===== config.mk =====
export PLATFORM = sky130hd
export DESIGN_NAME = canvas_cursor_ctrl
export DESIGN_NICKNAME = d
export VERILOG_FILES = /design/src/rtl/canvas_cursor_ctrl.sv
export SDC_FILE = /design/constraint.sdc
export NUM_CORES = 1
export LEC_CHECK = 0
export ABC_AREA = 1
export CORE_ASPECT_RATIO = 0.5
export CORE_UTILIZATION = 56
export CTS_CLUSTER_SIZE = 12
export DETAILED_ROUTE_END_ITERATION = 6
export GPL_ROUTABILITY_DRIVEN = 0
export HOLD_SLACK_MARGIN = 0.06
export PLACE_DENSITY = 0.81
export SLEW_MARGIN = 15
export SYNTH_ARGS = -nofsm -noshare
export SYNTH_HDL_FRONTEND = slang
export SYNTH_SLANG_ARGS = --single-unit
export TNS_END_PERCENT = 100

===== constraint.sdc =====
create_clock -name clk -period 3.3 [get_ports clk]
set_input_delay 0.33 -clock clk [delete_from_list [all_inputs] [get_ports clk]]
set_output_delay 0.33 -clock clk [all_outputs]
set_load 0.03 [all_outputs]

===== src/rtl/canvas_cursor_ctrl.sv =====
// canvas_cursor_ctrl
//   Front-panel sequencer for the canvas. The four direction buttons are
//   synchronised and debounced. Each debounced press moves a cursor that is
//   clamped to the canvas edges. Every move that actually changes the cursor
//   issues one pixel write over a valid/ready handshake.
//
//   Optional build macro: AUTO_REPEAT_EN
//     When defined, a held direction repeats the move every REPEAT_CYC cycles.
//     When undefined, the repeat counter is not built at all.
//
// Ports
//   clk, rst_n       clock, asynchronous active-low reset
//   buttons[3:0]     {up, down, right, left}, async, active-high
//   rgb_sel[2:0]     paint colour {R,G,B}, async
//   brush            1 = paint with rgb_sel, 0 = erase (black), async
//   wr_valid/ready   pixel write handshake (wr_valid is registered only)
//   wr_x/wr_y        write coordinate
//   wr_color         write colour
//   cur_x/cur_y      current cursor position
//   busy             a write is outstanding
module canvas_cursor_ctrl #(
  parameter int CANVAS_W     = 32,
  parameter int CANVAS_H     = 32,
  parameter int DEBOUNCE_CYC = 16,
  parameter int REPEAT_CYC   = 4096,
  localparam int XW = $clog2(CANVAS_W),
  localparam int YW = $clog2(CANVAS_H)
) (
  input  logic          clk,
  input  logic          rst_n,
  input  logic [3:0]    buttons,
  input  logic [2:0]    rgb_sel,
  input  logic          brush,
  output logic          wr_valid,
  input  logic          wr_ready,
  output logic [XW-1:0] wr_x,
  output logic [YW-1:0] wr_y,
  output logic [2:0]    wr_color,
  output logic [XW-1:0] cur_x,
  output logic [YW-1:0] cur_y,
  output logic          busy
);

  localparam int DW = $clog2(DEBOUNCE_CYC);

  typedef enum logic {IDLE, REQ} state_t;
  state_t state, state_nxt;

  // ---------------------------------------------------------------------------
  // 2-flop synchronisers
  // ---------------------------------------------------------------------------
  logic [3:0] btn_s1, btn_s2;
  logic [2:0] rgb_s1, rgb_s2;
  logic       brush_s1, brush_s2;

  always_ff @(posedge clk or negedge rst_n) begin
    if (!rst_n) begin
      btn_s1   <= '0;
      btn_s2   <= '0;
      rgb_s1   <= '0;
      rgb_s2   <= '0;
      brush_s1 <= 1'b0;
      brush_s2 <= 1'b0;
    end else begin
      btn_s1   <= buttons;
      btn_s2   <= btn_s1;
      rgb_s1   <= rgb_sel;
      rgb_s2   <= rgb_s1;
      brush_s1 <= brush;
      brush_s2 <= brush_s1;
    end
  end

  // ---------------------------------------------------------------------------
  // Debounce: one counter for the whole vector. Any change of the synced
  // vector restarts the count; once it has been steady long enough the vector
  // is accepted into stable. The counter saturates, so stable keeps tracking.
  // ---------------------------------------------------------------------------
  logic [3:0]    btn_prev;
  logic [DW-1:0] db_cnt;
  logic [3:0]    stable, stable_prev;
  logic          db_same, db_done;

  assign db_same = (btn_s2 == btn_prev);
  assign db_done = (db_cnt == DW'(DEBOUNCE_CYC - 1));

  always_ff @(posedge clk or negedge rst_n) begin
    if (!rst_n) begin
      btn_prev    <= '0;
      db_cnt      <= '0;
      stable      <= '0;
      stable_prev <= '0;
    end else begin
      btn_prev    <= btn_s2;
      stable_prev <= stable;
      if (!db_same)
        db_cnt <= '0;
      else if (!db_done)
        db_cnt <= db_cnt + DW'(1);
      if (db_same && db_done)
        stable <= btn_s2;
    end
  end

  // Press event: any stable bit rising.
  logic press_evt, move_evt;
  assign press_evt = |(stable & ~stable_prev);

`ifdef AUTO_REPEAT_EN
  // Repeat timer: restarts on any change of stable, free-runs while a button
  // is held and fires every REPEAT_CYC cycles. It keeps running while a write
  // is outstanding, so a repeat that lands in REQ is simply lost.
  localparam int RW = $clog2(REPEAT_CYC);
  logic [RW-1:0] rpt_cnt;
  logic          rpt_evt;

  assign rpt_evt = (|stable) && (stable == stable_prev) &&
                   (rpt_cnt == RW'(REPEAT_CYC - 1));

  always_ff @(posedge clk or negedge rst_n) begin
    if (!rst_n)
      rpt_cnt <= '0;
    else if ((stable != stable_prev) || !(|stable) || rpt_evt)
      rpt_cnt <= '0;
    else
      rpt_cnt <= rpt_cnt + RW'(1);
  end

  assign move_evt = press_evt | rpt_evt;
`else
  assign move_evt = press_evt;
`endif

  // ---------------------------------------------------------------------------
  // Step and clamp. Opposing buttons cancel on that axis; edges give a zero
  // step rather than wrapping.
  // ---------------------------------------------------------------------------
  logic go_l, go_r, go_u, go_d, moved;
  logic [XW-1:0] nxt_x;
  logic [YW-1:0] nxt_y;

  assign go_r  = stable[1] & ~stable[0] & (cur_x != XW'(CANVAS_W - 1));
  assign go_l  = stable[0] & ~stable[1] & (cur_x != '0);
  assign go_d  = stable[2] & ~stable[3] & (cur_y != YW'(CANVAS_H - 1));
  assign go_u  = stable[3] & ~stable[2] & (cur_y != '0);
  assign moved = go_r | go_l | go_d | go_u;

  always_comb begin
    nxt_x = cur_x;
    nxt_y = cur_y;
    if (go_r) nxt_x = cur_x + XW'(1);
    if (go_l) nxt_x = cur_x - XW'(1);
    if (go_d) nxt_y = cur_y + YW'(1);
    if (go_u) nxt_y = cur_y - YW'(1);
  end

  // ---------------------------------------------------------------------------
  // FSM
  // ---------------------------------------------------------------------------
  logic load;

  always_ff @(posedge clk or negedge rst_n) begin
    if (!rst_n) state <= IDLE;
    else        state <= state_nxt;
  end

  always_comb begin
    state_nxt = state;
    load      = 1'b0;
    case (state)
      IDLE: if (move_evt && moved) begin
        load      = 1'b1;
        state_nxt = REQ;
      end
      REQ:  if (wr_ready) state_nxt = IDLE;
      default: state_nxt = IDLE;
    endcase
  end

  // Cursor and write payload are captured together and held through REQ.
  always_ff @(posedge clk or negedge rst_n) begin
    if (!rst_n) begin
      cur_x    <= '0;
      cur_y    <= '0;
      wr_x     <= '0;
      wr_y     <= '0;
      wr_color <= '0;
    end else if (load) begin
      cur_x    <= nxt_x;
      cur_y    <= nxt_y;
      wr_x     <= nxt_x;
      wr_y     <= nxt_y;
      wr_color <= brush_s2 ? rgb_s2 : 3'b000;
    end
  end

  // Decoded straight from the state register: no path from wr_ready.
  assign wr_valid = (state == REQ);
  assign busy     = (state == REQ);

endmodule

==> metrics.md, run 1 <==
| Metric | Value |
|---|---|
| # fillers | 245 |
| Syn. warnings | 0 |
| Synth area leader | dfrtp_1 |
| Clock root cell | clkbuf_8 |
| Synthesis-to-finish area growth | 20.8% |
| Grt total ovfl | 0 |
| CP startpoint kind | flop |
| Worst path required time | 3.49 ns |
| Die Wd | 87.9 µm |
| PostCTS Resize Cnt | 0 |
| FMAX | 486 MHz |
| Largest cells by area after synthesis | dfrtp_1 56%, nand2_1 6.9%, xor2_1 4.7% |
| Area share of the largest cell type after synthesis | 0.557 |
| Initial Util | 0.595 |
| Core area | 3470 µm² |
| RSZ-0062 raised after global routing | false |
| Total GRT Usage | 0.212 |
| Pin count of the biggest net entering global routing | 47 |
| Post-route ant nets | 0 |
| Clock Path Buffers | 2 |
| Post-CTS setup buffers | 0 |
| Wire per inst | 13.1 µm |
| Reg clk slew, reported paths | 0.09 ns |
| Reg2Reg Setup Slack | 1.24 ns |
| Mapped cell area | 2070 µm² |
| Fin area | 2500 µm² |
| Clock skew | 0.00931 ns |
| Status | complete, no violations |
| Setup Total Neg Slack | 0 ns |
| Crit end category | flop |
| Initial DRT Pass Iterations | 5 |
| Max_slew headroom | 0.349 |
| DRC violations left | 0 |
| Synth Register Bits | 46 |
| Setup WS pre-CTS | 1.26 ns |
| Final Hold Viols | 0 |
| Max-Cap Viols | 0 |
| Mean Syn Cell Area | 10.1 µm² |
| CTS tree | built |
| Pwr dens | 409 nW/µm² |
| Worst slew pin tran | 0.976 ns |
| Final net count | 252 |
| Crit path DAT | 2.25 ns |
| Number of distinct library cells after synthesis | 28 |
| Routed vias/inst | 5.05 |
| Post-synthesis sequential area ratio | 0.557 |
| EDFF count, synth | 0 |
| Clk_lat worst skew | 0.30 ns |
| Post-route setup slack | 1.24 ns |
| Die height | 44.9 µm |
| IO Port Bufs | 35 |
| Die ar. | 3950 µm² |
| Main synth FF type | dfrtp_1 |
| Layout cell share with drive strength beyond 1 | 0.119 |
| Final Util | 0.719 |
| Post-CTS Hold Buffers | 0 |
| Slew Viols, Final | 0 |
| # diodes | 0 |
| Final period util | 0.624 |
| Clock sinks | 46 |
| Commonest cells in the netlist | 46 x dfrtp_1, 38 x nand2_1, 18 x inv_1 |
| DP HPWL | 2810 µm |
| Starting DRT DRC Count | 41 |
| VDD IR-drop max | 253 µV |
| Num CTS Buffers | 5 |
| Tightest Hold Check Type | primary input to async pin |
| Placed Area | 2390 µm² |
| H-Tree Depth | 2 |
| First-pass GRT wire length | 6140 µm |
| Cell Rows | 15 |
| Vias post-DR | 1450 |
| Syn Nets | 222 |
| Crit Path Max Fanout | 6 |
| Vias in the first global route | 1402 |
| P_leak | 0.00117 µW |
| Initial antenna violation count | 0 |
| Total power | 1020 µW |
| Critical path class | flop to flop |
| Post-Route WL | 3770 µm |
| Tmin final | 2.06 ns |
| Syn Inst Count | 205 |
| Final setup vio count | 0 |
| Most numerous cell in the Yosys netlist | dfrtp_1 |
| # IOs | 36 |
| Async SR Flop Fraction | 1.00 |
## cell usage in the layout (no fill, tap or decap), drive strengths merged
| master | n |
|---|---|
| nor3 | 1 |
| nand2 | 42 |
| clkdlybuf4s50 | 34 |
| xor2 | 11 |
| buf | 1 |
| bufinv | 1 |
| clkbuf | 5 |
| ha | 5 |
| a21oi | 7 |
| nand4 | 3 |
| dfrtp | 46 |
| o22ai | 3 |
| xnor2 | 2 |
| o21bai | 2 |
| inv | 24 |
| clkinv | 2 |
| o21ai | 18 |
| fa | 1 |
| nor2 | 13 |
| nand3 | 15 |
## registers in the layout, indices dropped and copies added, names as in the netlist, 3 cells and up
register	count
wr_y	5
wr_color	3
db_cnt	4
btn_prev	4
btn_s1	4
stable	4
cur_x	5
rgb_s1	3
rgb_s2	3
btn_s2	4
stable_prev	4
## layer usage
layer	vias up	wire, µm	track usage
li1	709	-	-
met1	712	1710	0.268
met2	25	1890	0.371
met3	4	140	0.0567
met4	0	31	0.0557
met5	-	0	0
## final timing paths
check / startpoint / to / cells after the start
worst max-delay path: cur_x[1]$_DFFE_PN0P_ / cur_x[4]$_DFFE_PN0P_ / 10
worst min-delay path: rst_n / cur_x[4]$_DFFE_PN0P_ / 1
worst max register to register: cur_x[1]$_DFFE_PN0P_ / cur_x[4]$_DFFE_PN0P_ / 10
worst min register to register: rgb_s1[1]$_DFF_PN0_ / rgb_s2[1]$_DFF_PN0_ / 0
max in group asynchronous: rst_n / wr_y[3]$_DFFE_PN0P_ / 1
min in group clk: rgb_s1[1]$_DFF_PN0_ / rgb_s2[1]$_DFF_PN0_ / 0
## kinds of logic after synthesis
| family | count (synthesis) | share of synthesized area |
|---|---|---|
| xor gates and xnor gates | 13 | 0.0551 |
| and+or+nand+nor | 74 | 0.171 |
| buffers and inverters | 36 | 0.0860 |
| adders and majority gates | 6 | 0.0400 |
| DFF | 46 | 0.557 |
| AOI/OAI and AO/OA | 30 | 0.0902 |
## power breakdown
group	total, µW	internal, µW	switching [µW]
combinational	29.0	13.3	15.6
clock	408	223	185
sequential	583	576	6.36
total	1020	812	207
## stage by stage
step	cells	hold WS, ns
final	287	0.185
after detailed placement	279	0.336
after CTS	287	0.219
after floorplan	205	0.0344
after global placement	279	0.333
after global routing	287	0.279
## area by class of cell
type                            instances  area (µm²)  area share
Tap cell                               51        63.8      0.0256
Clock buffer                            5        68.8      0.0276
Sequential cell                        46        1150       0.461
Inverter                               24        90.1      0.0361
Timing Repair Buffer                   35         345       0.138
Clock inverter                          3        40.0      0.0160
Multi-Input combinational cell        123         737       0.295
## worst max-delay path, stage by stage (launching register included)
cell     delay (ns)
dfrtp_1        0.45
inv_1          0.13
nand4_1        0.12
nand3_2        0.13
inv_1          0.10
ha_1           0.35
nand2_1        0.07
o21ai_0        0.19
xor2_1         0.20
nor2_2         0.06
xor2_1         0.13
Note: power is estimated with default switching activity, not from simulation.
==> run 2, diff against run 1 <==
Settings changed: CORE_UTILIZATION 56 to 47, PLACE_DENSITY 0.81 to 0.72.
Clock period 3.3 ns to 1.8 ns, I/O delays scaled along.
==> run 2 against run 1 <==
Net effect: die area is 18% higher; final cell count is 7.3% higher; critical path depth unchanged; critical endpoint unchanged.
==> metrics.md, run 2 (synthesis gave the netlist of run 1 again) <==
| Metric | Value |
|---|---|
| Clk_lat worst skew | 0.31 ns |
| Post-route ant nets | 0 |
| Vias in the first global route | 1466 |
| Setup Total Neg Slack | 0 ns |
| Die height | 48.9 µm |
| Tightest Hold Check Type | primary input to flop |
| Tmin final | 1.79 ns |
| First-pass GRT wire length | 6510 µm |
| Final Util | 0.664 |
| Total GRT Usage | 0.191 |
| Critical path class | flop to flop |
| H-Tree Depth | 2 |
| RSZ-0062 raised after global routing | true |
| Pwr dens | 666 nW/µm² |
| Total power | 1790 µW |
| R2r worst-path depth | 10 |
| # fillers | 303 |
| Worst path max stage delay | 0.42 ns |
| Biggest regs | cur_x (5), wr_y (5) |
| Worst path required time | 2.00 ns |
| Crit path DAT | 1.99 ns |
| Wire per inst | 12.4 µm |
| DRC violations left | 0 |
| Synthesis-to-finish area growth | 30.0% |
| Initial antenna violation count | 0 |
| Hold path start | brush |
| Clock Path Buffers | 2 |
| Initial Util | 0.511 |
| FMAX | 557 MHz |
| Grt total ovfl | 0 |
| Slew Viols, Final | 0 |
| Final setup vio count | 0 |
| Critical-path cell list | nor2_2 -> nand4_1 -> nand3_2 -> inv_4 -> ha_4 -> nand2_1 -> o21ai_2 -> xor2_1 -> nor2_2 -> xor2_1 |
| FF-to-FF Start | cur_x[4]$_DFFE_PN0P_ |
| Layout cell share with drive strength beyond 1 | 0.236 |
| DP HPWL | 2820 µm |
| R2R Path End | cur_x[4]$_DFFE_PN0P_ |
| Placed Area | 2520 µm² |
| Routed vias/inst | 4.90 |
| IO Port Bufs | 35 |
| Core area | 4040 µm² |
| Critical Path Start | cur_x[4]$_DFFE_PN0P_ |
| Reg clk slew, reported paths | 0.09 ns |
| Critical Path End | cur_x[4]$_DFFE_PN0P_ |
| Worst slew pin tran | 0.538 ns |
| Critical Path Stages | 10 |
| # diodes | 0 |
| CP startpoint kind | flop |
| Most frequent cells in the layout | 40 x dfrtp_1, 37 x nand2_1, 34 x clkdlybuf4s50_1, 16 x inv_1, 16 x buf_4 |
| Crit path buf inv count | 1 |
| Clock sinks | 46 |
| Worst hold slack | 0.303 ns |
| # IOs | 36 |
| Final Hold Viols | 0 |
| Crit Path Max Fanout | 3 |
| Vias post-DR | 1509 |
| Max_slew headroom | 0.642 |
| Final period util | 0.997 |
| Crit end category | flop |
| CTS tree | built |
| Fin area | 2690 µm² |
| Max-Cap Viols | 0 |
| Commonest non-fill, non-tap cell in the layout | dfrtp_1 |
| CP delay by family, top | simple AND/OR/NAND/NOR gates |
| Pin count of the biggest net entering global routing | 25 |
| Die Wd | 95.8 µm |
| Slowest CP cell | dfrtp_2 |
| Status | complete, no violations |
| Cell Rows | 16 |
| Initial DRT Pass Iterations | 4 |
| VDD IR-drop max | 341 µV |
| Clock root cell | clkbuf_8 |
| Die ar. | 4680 µm² |
| Final net count | 270 |
| P_leak | 0.00124 µW |
| Post-Route WL | 3810 µm |
| Clock skew | 0.00620 ns |
| Reg2Reg Setup Slack | 0.006 ns |
| Starting DRT DRC Count | 37 |
| Num CTS Buffers | 5 |
## run 2: cell types whose count changed in the layout (fill, tap and decap cells not counted), sizes merged
| cell | change |
|---|---|
| clkbuf | +1 |
| clkinv | -1 |
| dlygate4sd3 | +1 |
| bufinv | -1 |
| buf | +17 |
| clkinvlp | +1 |
## run 2: worst min-delay path by stage
stage / cells after the start / slack (ns) / endpoint
after detailed placement: 1 / 0.19 / btn_prev[0]$_DFF_PN0_
after global routing: 1 / 0.29 / rgb_s1[0]$_DFF_PN0_
final: 1 / 0.30 / brush_s1$_DFF_PN0_
after CTS: 1 / 0.30 / brush_s1$_DFF_PN0_
after global placement: 1 / 0.18 / btn_prev[1]$_DFF_PN0_
after floorplan: 0 / -0.12 / brush_s1$_DFF_PN0_
## run 2: metal layers
metal,track usage,share of wire
met1,0.254,0.49
met2,0.288,0.45
met3,0.0685,0.048
met4,0.0697,0.017
met5,0,0
## run 2: area by class of cell
class	instances	area (µm²)	area share
clock inverter	2	12.5	0.00466
sequential	46	1160	0.431
multi-input combinational	123	777	0.289
inverter	24	92.6	0.0345
clock buffer	6	82.6	0.0307
timing repair buffer	53	495	0.184
tap	54	67.6	0.0252
## run 2: through the flow
stage | cells | worst slack (ns)
after floorplan | 205 | -0.0317
after global placement | 294 | 0.0565
after detailed placement | 294 | 0.00622
after CTS | 305 | 0.0117
after global routing | 308 | -0.0976
final | 308 | 0.00551
## run 2: repair_timing
action,in CTS,in global routing
hold buffers,1,0
pin swaps,6,7
endpoints found under the setup margin,1,3
buffers inserted,2,3
gates resized for setup,5,3
hold endpoints to repair,22,0
## run 2: worst reg2reg max path, delay by kind of cell, from the launching register on
kind | cells | cell delay [ns]
AO/OA/AOI/OAI | 1 | 0.12
XOR/XNOR | 2 | 0.32
adder cells (fa/ha/maj) | 1 | 0.28
buffers and inverters | 1 | 0.07
flip-flops | 1 | 0.42
AND/OR/NAND/NOR | 5 | 0.48
## run 2: power breakdown
group	switching (µW)	total [µW]	internal [µW]
clock	352	660	309
combinational	31.0	61.3	30.2
sequential	11.1	1070	1060
total	394	1790	1390
==> variant (config.mk and constraints of run 2) <==
The parameter `DEBOUNCE_CYC` goes from 16 to 32.
--- a/src/rtl/canvas_cursor_ctrl.sv
+++ b/src/rtl/canvas_cursor_ctrl.sv
@@ -21,7 +21,7 @@
 module canvas_cursor_ctrl #(
   parameter int CANVAS_W     = 32,
   parameter int CANVAS_H     = 32,
-  parameter int DEBOUNCE_CYC = 16,
+  parameter int DEBOUNCE_CYC = 32,
   parameter int REPEAT_CYC   = 4096,
   localparam int XW = $clog2(CANVAS_W),
   localparam int YW = $clog2(CANVAS_H)
Behaviour: same outputs for any inputs over 10 cycles, from zero or initial values and one cycle with rst_n low; that may be too few to reach the edited logic, so the function may still have changed.
==> variant against run 2 <==
Synthesized cell count fell by 0.98%; first-iteration DRC count rose by 32%; count of clock-buffer cells in the layout rose by 1; wire length rose by 9.6%; design area rose by 5.3%; critical path depth rose by 2; sequential cell count rose by 1; total power rose by 0.91%; synthesized area rose by 0.30%; clock power fell by 1%; critical endpoint unchanged; the run now ends with negative setup slack left; utilization rose by 3.2 points; setup slack got worse by 0.066 ns.
==> variant: results (changes against run 2) <==
** GRT
- Global-route track usage on met2 :: 0.3012 (+0.01310)
- Number of global-route vias before repair :: 1485 (+1.3%)
- First-pass GRT wire length :: 6.796 mm (+4.3%)
- The met3 global-route usage was 0.06231 (-0.006231).
- The global routing met1 resource utilization is 0.2730 (+0.01917).
- Largest net degree at the start of global routing :: 29 (+16%)

** Timing
- Number of failing setup endpoints in the final timing report :: 5 (+5)
- The setup total negative slack was -0.1357 ns (-0.1357 ns).
- Min setup slack post-route :: -0.06081 ns (-0.06632 ns)
- Relative slew margins :: 0.6967 (+0.05513)
- The final-layout worst hold slack was 0.3155 ns (+0.01294 ns).

** Synthesis
- Dominant cells by area after synthesis :: dfrtp_1 57%, nand2_1 6.5%, ha_1 4.2%
- Most used standard cells in the synthesized netlist :: 47 x dfrtp_1, 36 x nand2_1, 21 x inv_1
- The post-synthesis area per instance is 10.21 sq um (+1.3%).
- The share of the synthesized area in compound gates (AO/OA/AOI/OAI) is 0.07307 (-0.01718).

** Finish
- The largest registers in the layout are cur_x (5), db_cnt (5), wr_y (5).
- The count of clock buffers in the final design is 7 (+1).
- Layout inverter count without the clock tree :: 22 (-8.3%)
- The net count of the finished layout is 280 (+3.7%).
- The ratio of cells with drive above 1 in the final layout came to 0.2557 (+0.01950).
- The fraction of area in multi-input gates was 0.2934 (+0.004123).
- The area fraction of clock buffers and clock inverters came to 0.03230 (-0.003097).
- Area occupied by registers :: 0.001182 sq mm (+2.1%)

** Clocking
- The clock sink count came to 47 (+2.2%).

** Route
- The detailed-routing wirelength on met1 was 1.961 mm (+5.6%).
- Met3 wirelength from detailed routing :: 199 microns (+8.7%)
- Average wire length per cell after detail routing :: 13.23 microns (+6.8%)
- The via count came to 1564 (+3.6%).

** Place
- Half-perimeter wire length after placement :: 2.721 mm (-3.6%)
- The count of placed standard cells including taps is 296 (+0.68%).
- The worst slack after detailed placement came to -0.05867 ns (-0.06488 ns).

** Die
- Die Span X :: 95.90 microns (+0.15%)

** Setup path
- The data arrival at the endpoint of the critical path was 2.05 ns (+0.06 ns).
- R2r startpoint :: cur_x[3]

** Power and ir drop
- The worst voltage drop across the vdd grid was 0.3614 mV (+6.0%).
- The power density over the cells is 638.3 mW/mm^2 (-4.1%).

** Status
- The checks that failed: negative setup slack.
- The flow ran to the end, but the final reports show violations.
## variant: cell types whose count changed after synthesis, moves of 3 or more
cell,run 2,this run
a21oi_1,7,3
xor2_1,11,6
o21ai_0,10,14
inv_2,6,1
o21ai_1,6,3
xnor2_1,2,6
nor2_1,9,12
inv_1,18,21
## variant: timing repair
item,4_1_cts,5_1_grt
hold buffers,1,0
setup endpoints to repair,1,11
setup buffers,9,3
pin swaps,7,9
gates resized for setup,4,19
endpoints found under the hold margin,19,0
## variant: report_power, final
group | internal, W | switching (W) | total (W)
combinational | 0.0000315 | 0.0000321 | 0.0000636
clock | 0.000310 | 0.000341 | 0.000652
sequential | 0.00108 | 0.0000113 | 0.00109
## variant: critical path: cells and delay by family (launching register included)
family	cells	cell delay (ns)
AOI/OAI and AO/OA	1	0.17
xor gates and xnor gates	1	0.17
adders and majority gates	1	0.25
buffers and inverters	1	0.07
DFF	1	0.42
and+or+nand+nor	8	0.67
